$ cat src/rtl/mouse_pkg.sv
// Shared types and default constants for the mouse-repel scheduler and the
// particle physics blocks.
package mouse_pkg;

  typedef enum logic [2:0] {
    IDLE,
    READ,
    WAIT,
    EVAL,
    WRITE,
    NEXT,
    DONE
  } state_t;

  localparam int          DEF_FRAC   = 12;
  localparam int          DEF_RADIUS = 20;
  localparam logic [31:0] DEF_PUSH   = 32'h0000_A000;

endpackage

$ cat src/rtl/mouse_proximity_eval.sv
// Combinational mouse proximity test and push computation for one particle.
// Define MOUSE_REPEL_Y_EN to push y as well as x.
module mouse_proximity_eval
  import mouse_pkg::*;
#(
  parameter int               WIDTH  = 32,
  parameter int               FRAC   = DEF_FRAC,
  parameter int               RADIUS = DEF_RADIUS,
  parameter logic [WIDTH-1:0] PUSH   = WIDTH'(DEF_PUSH)
) (
  input  logic [WIDTH-1:0] mx,
  input  logic [WIDTH-1:0] my,
  input  logic [WIDTH-1:0] px,
  input  logic [WIDTH-1:0] py,
  output logic             close,
  output logic [WIDTH-1:0] new_x,
  output logic [WIDTH-1:0] new_y
);

  localparam logic [WIDTH-1:0] RAD = WIDTH'(RADIUS);

  logic [WIDTH-1:0] dx, dy, adx, ady;

  assign dx  = mx - px;
  assign dy  = my - py;
  // The most-negative difference negates to itself, so it can never be close.
  assign adx = dx[WIDTH-1] ? -dx : dx;
  assign ady = dy[WIDTH-1] ? -dy : dy;

  assign close = ((adx >> FRAC) < RAD) && ((ady >> FRAC) < RAD);
  assign new_x = dx[WIDTH-1] ? (px + PUSH) : (px - PUSH);

`ifdef MOUSE_REPEL_Y_EN
  assign new_y = dy[WIDTH-1] ? (py + PUSH) : (py - PUSH);
`else
  assign new_y = py;
`endif

endmodule

$ cat src/rtl/mouse_repel_scheduler.sv
// Walks the particle position RAM once per start, pushing particles near the
// latched mouse position. MOUSE_REPEL_Y_EN enables the y push as well.
module mouse_repel_scheduler
  import mouse_pkg::*;
#(
  parameter int               WIDTH  = 32,
  parameter int               FRAC   = DEF_FRAC,
  parameter int               N_PART = 64,
  parameter int               ADDR_W = 6,
  parameter int               RADIUS = DEF_RADIUS,
  parameter logic [WIDTH-1:0] PUSH   = WIDTH'(DEF_PUSH)
) (
  input  logic              clk,
  input  logic              rst_n,
  input  logic              start,
  input  logic [WIDTH-1:0]  mouse_x,
  input  logic [WIDTH-1:0]  mouse_y,
  output logic              busy,
  output logic              done,
  output logic              mem_rd_en,
  output logic [ADDR_W-1:0] mem_addr,
  input  logic [WIDTH-1:0]  mem_rd_x,
  input  logic [WIDTH-1:0]  mem_rd_y,
  output logic              mem_wr_en,
  output logic [WIDTH-1:0]  mem_wr_x,
  output logic [WIDTH-1:0]  mem_wr_y,
  output logic [ADDR_W:0]   hit_cnt
);

  localparam logic [ADDR_W-1:0] LAST     = ADDR_W'(N_PART - 1);
  localparam logic [ADDR_W-1:0] IDX_ONE  = ADDR_W'(1);
  localparam logic [ADDR_W:0]   HIT_ONE  = (ADDR_W + 1)'(1);

  state_t            state, nxt;
  logic [ADDR_W-1:0] idx;
  logic [WIDTH-1:0]  mx, my, px, py;
  logic [WIDTH-1:0]  new_x_r, new_y_r;
  logic [ADDR_W:0]   hit_acc;

  logic              ev_close;
  logic [WIDTH-1:0]  ev_x, ev_y;

  mouse_proximity_eval #(
    .WIDTH (WIDTH),
    .FRAC  (FRAC),
    .RADIUS(RADIUS),
    .PUSH  (PUSH)
  ) u_eval (
    .mx   (mx),
    .my   (my),
    .px   (px),
    .py   (py),
    .close(ev_close),
    .new_x(ev_x),
    .new_y(ev_y)
  );

  always_ff @(posedge clk or negedge rst_n) begin
    if (!rst_n) state <= IDLE;
    else        state <= nxt;
  end

  // Strobes decode straight from state so an async reset drops them at once.
  always_comb begin
    nxt       = state;
    busy      = 1'b1;
    done      = 1'b0;
    mem_rd_en = 1'b0;
    mem_wr_en = 1'b0;
    mem_addr  = '0;
    mem_wr_x  = '0;
    mem_wr_y  = '0;
    unique case (state)
      IDLE: begin
        busy = 1'b0;
        if (start) nxt = READ;
      end
      READ: begin
        mem_rd_en = 1'b1;
        mem_addr  = idx;
        nxt       = WAIT;
      end
      WAIT: nxt = EVAL;
      EVAL: nxt = ev_close ? WRITE : NEXT;
      WRITE: begin
        mem_wr_en = 1'b1;
        mem_addr  = idx;
        mem_wr_x  = new_x_r;
        mem_wr_y  = new_y_r;
        nxt       = NEXT;
      end
      NEXT: nxt = (idx == LAST) ? DONE : READ;
      DONE: begin
        done = 1'b1;
        nxt  = IDLE;
      end
      default: nxt = IDLE;
    endcase
  end

  always_ff @(posedge clk or negedge rst_n) begin
    if (!rst_n) begin
      idx     <= '0;
      mx      <= '0;
      my      <= '0;
      px      <= '0;
      py      <= '0;
      new_x_r <= '0;
      new_y_r <= '0;
      hit_acc <= '0;
      hit_cnt <= '0;
    end else begin
      unique case (state)
        IDLE: if (start) begin
          mx      <= mouse_x;
          my      <= mouse_y;
          idx     <= '0;
          hit_acc <= '0;
        end
        WAIT: begin
          px <= mem_rd_x;
          py <= mem_rd_y;
        end
        EVAL: begin
          new_x_r <= ev_x;
          new_y_r <= ev_y;
          if (ev_close) hit_acc <= hit_acc + HIT_ONE;
        end
        // Publish the count as DONE is entered so it is valid alongside done.
        NEXT: begin
          if (idx == LAST) hit_cnt <= hit_acc;
          else             idx     <= idx + IDX_ONE;
        end
        default: ;
      endcase
    end
  end

endmodule

$ cat config.mk
export PLATFORM = sky130hd
export DESIGN_NAME = mouse_repel_scheduler
export DESIGN_NICKNAME = d
export VERILOG_FILES = /design/src/rtl/mouse_pkg.sv /design/src/rtl/mouse_proximity_eval.sv /design/src/rtl/mouse_repel_scheduler.sv
export SDC_FILE = /design/constraint.sdc
export NUM_CORES = 1
export LEC_CHECK = 0
export ABC_AREA = 1
export CAP_MARGIN = 20
export CELL_PAD_IN_SITES_DETAIL_PLACEMENT = 0
export CELL_PAD_IN_SITES_GLOBAL_PLACEMENT = 1
export CORE_ASPECT_RATIO = 2
export CORE_MARGIN = 1
export CORE_UTILIZATION = 40
export CTS_CLUSTER_DIAMETER = 150
export DETAILED_ROUTE_END_ITERATION = 16
export PLACE_DENSITY = 0.81
export SETUP_SLACK_MARGIN = 0.1
export SLEW_MARGIN = 20
export SYNTH_ARGS = -nofsm -noshare
export SYNTH_HDL_FRONTEND = slang
export SYNTH_SLANG_ARGS = --single-unit
export TNS_END_PERCENT = 50
$ cat constraint.sdc
create_clock -name clk -period 5.29 [get_ports clk]
set_input_delay 1.058 -clock clk [delete_from_list [all_inputs] [get_ports clk]]
set_output_delay 1.058 -clock clk [all_outputs]
set_load 0.01 [all_outputs]
Word-level counts from Yosys, hierarchy flattened. Cells that the tools add are included.

Flip-flop bits (word level): 215. Logic and storage cells: 59. Bits of input ports: 131. Output and inout bits: 81.

Reduce and logical (&&, ||, !) cells: 9. Mux-type cells: 20. Add/subtract/negate cells: 8. Equal/unequal tests: 10. $lt $le $gt $ge: 2.

Operator list (number): $mux 32 (5); $neg 32->32 (2); $sub 32x32->32 (2); $lt 20x5->1 const B (2); $add 32x16->32 const B (1); $sub 32x16->32 const B (1); $mux 6 (3); $pmux 3 s6 (1); $mux 7 (2); $pmux 7 s2 (1); $pmux 6 s2 (1); $eq 3x3->1 const B (3); $add 7x1->7 const B (1); $add 6x1->6 const B (1); $eq 3x2->1 const B (2); $eq 6x6->1 const B (1); $mux 3 (2); $ne 2x2->1 const B (3); $reduce_and 3->1 (2); $mux 1 (5); $reduce_and 2->1 (2); $reduce_bool 2->1 (2); $eq 3x1->1 const B (1); $logic_not 3->1 (1); 2 further kinds (2).

Depth between registers and ports, before layout. Gate-level depths: netlist (run 1).

Depth after elaboration: 7. Depth in mapped cells: 34. Depth with buffers taken out: 33.

Modules after synthesis. Synthesis (run 1) repeated with hierarchy kept, for this count alone.

Cell total of the unflattened synthesis: 2602. Area total of the unflattened synthesis: 17006.3 um^2.

By module, submodules not included: mouse_repel_scheduler (times used 1, sequential area each 5380.2 um^2, area each 8788.4 um^2, cells each 907); mouse_proximity_eval (times used 1, sequential area each 0.0 um^2, area each 8217.9 um^2, cells each 1695).

Least setup slack after synthesis (run 1). OpenSTA, ideal clock, no wires.

Kind: reg-to-reg. Start: register px[13]. End: register new_x_r[31]. Path buffers: 0. Clock period less this slack: 4316 ps. Stages on the path, launching flop included: 34. Slack: 974 ps. Arrival: 4182 ps. Setup time: 134 ps. Required time: 5156 ps. Path through: dfrtp_1 > inv_1 > ha_1 > nand2_1 > inv_1 > nand2_1 > nand2_1 > nand2_1 > nand2_1 > a21oi_1 > nand2_1 > nand2_1 > nand3_4 > xor2_2 > ha_1 > nand2_1 > nand2_1 > nand3_1 > nand2_1 > nor2_1 > inv_1 > nand3_1 > o21ai_0 > nand3_1 > nor2_1 > nor2_1 > nor2_1 > nor2_1 > nor2_1 > o21ai_0 > nand2_1 > a21oi_1 > xor2_1 > o21ai_0.

Cells in the longest elaborated chain, start to end: 2. Elaborated cells between the ends (all ways): 4. Those cells by class: add/sub: 3; mux: 1.

Ends and longest elaborated chain: start: declaration (line mouse_repel_scheduler.sv:36) `logic [WIDTH-1:0] mx, my, px, py;`; start signal: assignment (line mouse_repel_scheduler.sv:121) `px <= mem_rd_x;`; $sub 32x16->32, or another cell as far along (line mouse_proximity_eval.sv:31) `assign new_x = dx[WIDTH-1] ? (px + PUSH) : (px - PUSH);`; $mux 32 (*) (line mouse_proximity_eval.sv:31); end signal: assignment (line mouse_repel_scheduler.sv:125) `new_x_r <= ev_x;`; end: declaration (line mouse_repel_scheduler.sv:37) `logic [WIDTH-1:0] new_x_r, new_y_r;`.

Mark *: on every way between the ends. The rest lies on a longest branch, timed or not. A chain may end at the register's enable or synchronous reset.

Worst setup path in the final report (run 1).
Start: register px[14]. End: register new_x_r[31].

Same word-level chain as after synthesis.

==> results of run 1 <==
==> cell type report <==
type,count,area (um^2),share of cell area (%)
clock buffers,28,583,2.98
flip-flops and latches,215,5380,27.5
repair buffers,224,2230,11.4
well taps,525,657,3.36
multi-input cells,1858,8940,45.7
clock inverters,9,156,0.800
inverters,431,1620,8.27
==> worst min-delay path: stages, from the launching register on <==
cell and delay (ns):
dfrtp_1 0.35, nand2_1 0.05, nand2_1 0.05
==> path summary, 6_finish.rpt <==
path	start	to	slack [ns]	depth (start not counted)
min reg2reg	mx[25]	mx[25]	0.48	2
max in group asynchronous	rst_n	my[23]	3.72	2
max reg2reg	px[14]	new_x_r[31]	0.67	31
min	mx[25]	mx[25]	0.48	2
min in group asynchronous	rst_n	new_y_r[7]	0.49	1
max	px[14]	new_x_r[31]	0.67	31
==> repair_timing <==
action,4_1_cts,5_1_grt
gates resized for setup,0,3
hold buffers,0,0
endpoints found under the setup margin,0,1
buffers inserted,0,0
==> layout by cell type (no fill, tap or decap), types with 15 or more instances in the layout <==
master	count
inv_1	421
nand2_2	15
clkbuf_16	22
nand3b_1	15
a21oi_1	129
nor2_2	19
nand3_1	174
xor2_1	15
ha_1	81
clkdlybuf4s50_1	210
nand4_1	26
dfrtp_1	215
o21ai_0	90
nor2_1	296
nand2_1	906
==> cell families (layout without fill, tap and decap cells) <==
group | after synthesis | count (layout) | share of synthesized area [%]
adder cells (fa/ha/maj) | 84 | 84 | 6.66
AND/OR/NAND/NOR | 1500 | 1500 | 38.7
AO/OA/AOI/OAI | 243 | 243 | 7.87
XOR/XNOR | 23 | 23 | 1.41
flip-flops | 215 | 215 | 33.4
multiplexers | 8 | 8 | 0.559
buffers and inverters | 485 | 692 | 11.5
==> through the flow <==
stage | setup slack, ns | utilization, % | instances | hold WS, ns
after floorplan | 0.974 | - | 2558 | 0.442
after global placement | 0.637 | 47.5 | 3253 | 0.457
after detailed placement | 0.564 | 47.5 | 3253 | 0.465
after CTS | 0.527 | 49.4 | 3290 | 0.482
after global routing | 0.149 | 49.4 | 3290 | 0.494
final | 0.665 | 49.4 | 3290 | 0.477
==> registers in the layout, indices dropped and copies added, names as in the netlist <==
register,flops
state,3
new_x_r,32
py,32
new_y_r,32
hit_acc,7
my,32
px,32
idx,6
hit_cnt,7
mx,32
==> layer usage <==
| layer | GRT usage (%) | wire length (um) |
|---|---|---|
| met5 | 0 | 0 |
| met1 | 22.9 | 17700 |
| met2 | 57.3 | 32000 |
| met4 | 14.7 | 3110 |
| met3 | 1.64 | 1080 |
==> reports/qor.txt, run 1 <==
status - complete, no violations
Syn Inst Count - 2558
# rows - 103
largest net degree at the start of global routing - 111
Slew Limit Fails - 0
FFs w/ async S/R, synth - 100%
Worst Hold Class - register to register
Inserted Diodes - 0
crit-path max cell delay - 0.43 ns
DP Area - 18800 um^2
Yosys top cell by area - dfrtp_1
die width - 144 um
Critical Path RT - 5.75 ns
final hold violations - 0
RSZ-0062 raised after global routing - false
Primary FF master, synth - dfrtp_1
Mapped Nets - 2773
# IOs - 212
core area - 39600 um^2
final setup vio count - 0
Worst-path clk slew - 0.07 ns
synthesis warning total - 0
via count - 16200
top fanout value on the critical path - 5
global placer's final weighted congestion - 0.901
Cell variety after synth - 51
fmax - 216 MHz
total negative setup slack - 0 ns
Worst-Skew Late Latency - 0.56 ns
DRC violations left - 0
antenna-violating nets left - 0
worst path arrival time - 5.09 ns
Startpoint Class - register
final period utilization - 87.4%
Num Clock Sinks - 215
DP Wirelength - 43.6 mm
die area - 41200 um^2
layout cells sized above 1 - 4.41%
Post-synth top cells - nand2_1, inv_1, nor2_1
worst path bufs/invs - 3
number of flops mapped to enable cells by yosys - 0
per-cell routed wire length - 16.4 um
Tmin final - 4.62 ns
cts bufs inserted - 22
top-count cell post-synth - nand2_1
first-pass GRT wire length - 84.1 mm
Synth top area share - 33.4%
Clock Skew - 0.0322 ns
Crit. End Element - register
initial core utilization - 40.8%
Largest delay share family, worst path - simple AND/OR/NAND/NOR gates
total length of routed wires - 53.8 mm
Clock Tree Buf Depth - 3
Rel. slew slack - 34.8%
post-route cell area - 19600 um^2
vias in the first global route - 16800
crit path kind - register to register
Area contributors post-synth - dfrtp_1, nand2_1, inv_1, nor2_1, ha_1
# Max-Cap Violations - 0
crit-path most repeated cell - nand2_1
slowest stage cell, crit path - fa_1
P&R area growth vs syn - 21.3%
Synth Area per Inst - 6.31 um^2
number of DRC markers in iteration 0 - 612
H-tree levels - 1
initial antenna violation count - 0
post-synthesis sequential area ratio - 33.4%
drt first pass iters - 13
die boundary height - 286 um
Synth Cell Area - 16100 um^2
number of I/O port buffers - 211
Fill cells - 4248
#FFs+latches synth - 215
Via density - 4.92
CTS tree - yes
nets - 2967
grt ovf - 0
Root Driver - clkbuf_16
All-Layer GR Usage - 26.7%
worst slew pin tran - 0.978 ns
Power of run 1 is left out: the tool's default activity adds up to more than one toggle a clock period on the data nets, which glitch-free logic cannot reach.
==> run 2: changes to the inputs <==
--- a/config.mk
+++ b/config.mk
@@ -16,6 +16,7 @@
 export DETAILED_ROUTE_END_ITERATION = 16
 export PLACE_DENSITY = 0.81
 export SETUP_SLACK_MARGIN = 0.1
+export SKIP_LAST_GASP = 1
 export SLEW_MARGIN = 20
 export SYNTH_ARGS = -nofsm -noshare
 export SYNTH_HDL_FRONTEND = slang
==> results of run 2 <==
No change in the layout: final DEF, timing and power equal those of run 1.
Power of run 2 is left out for the same reason.
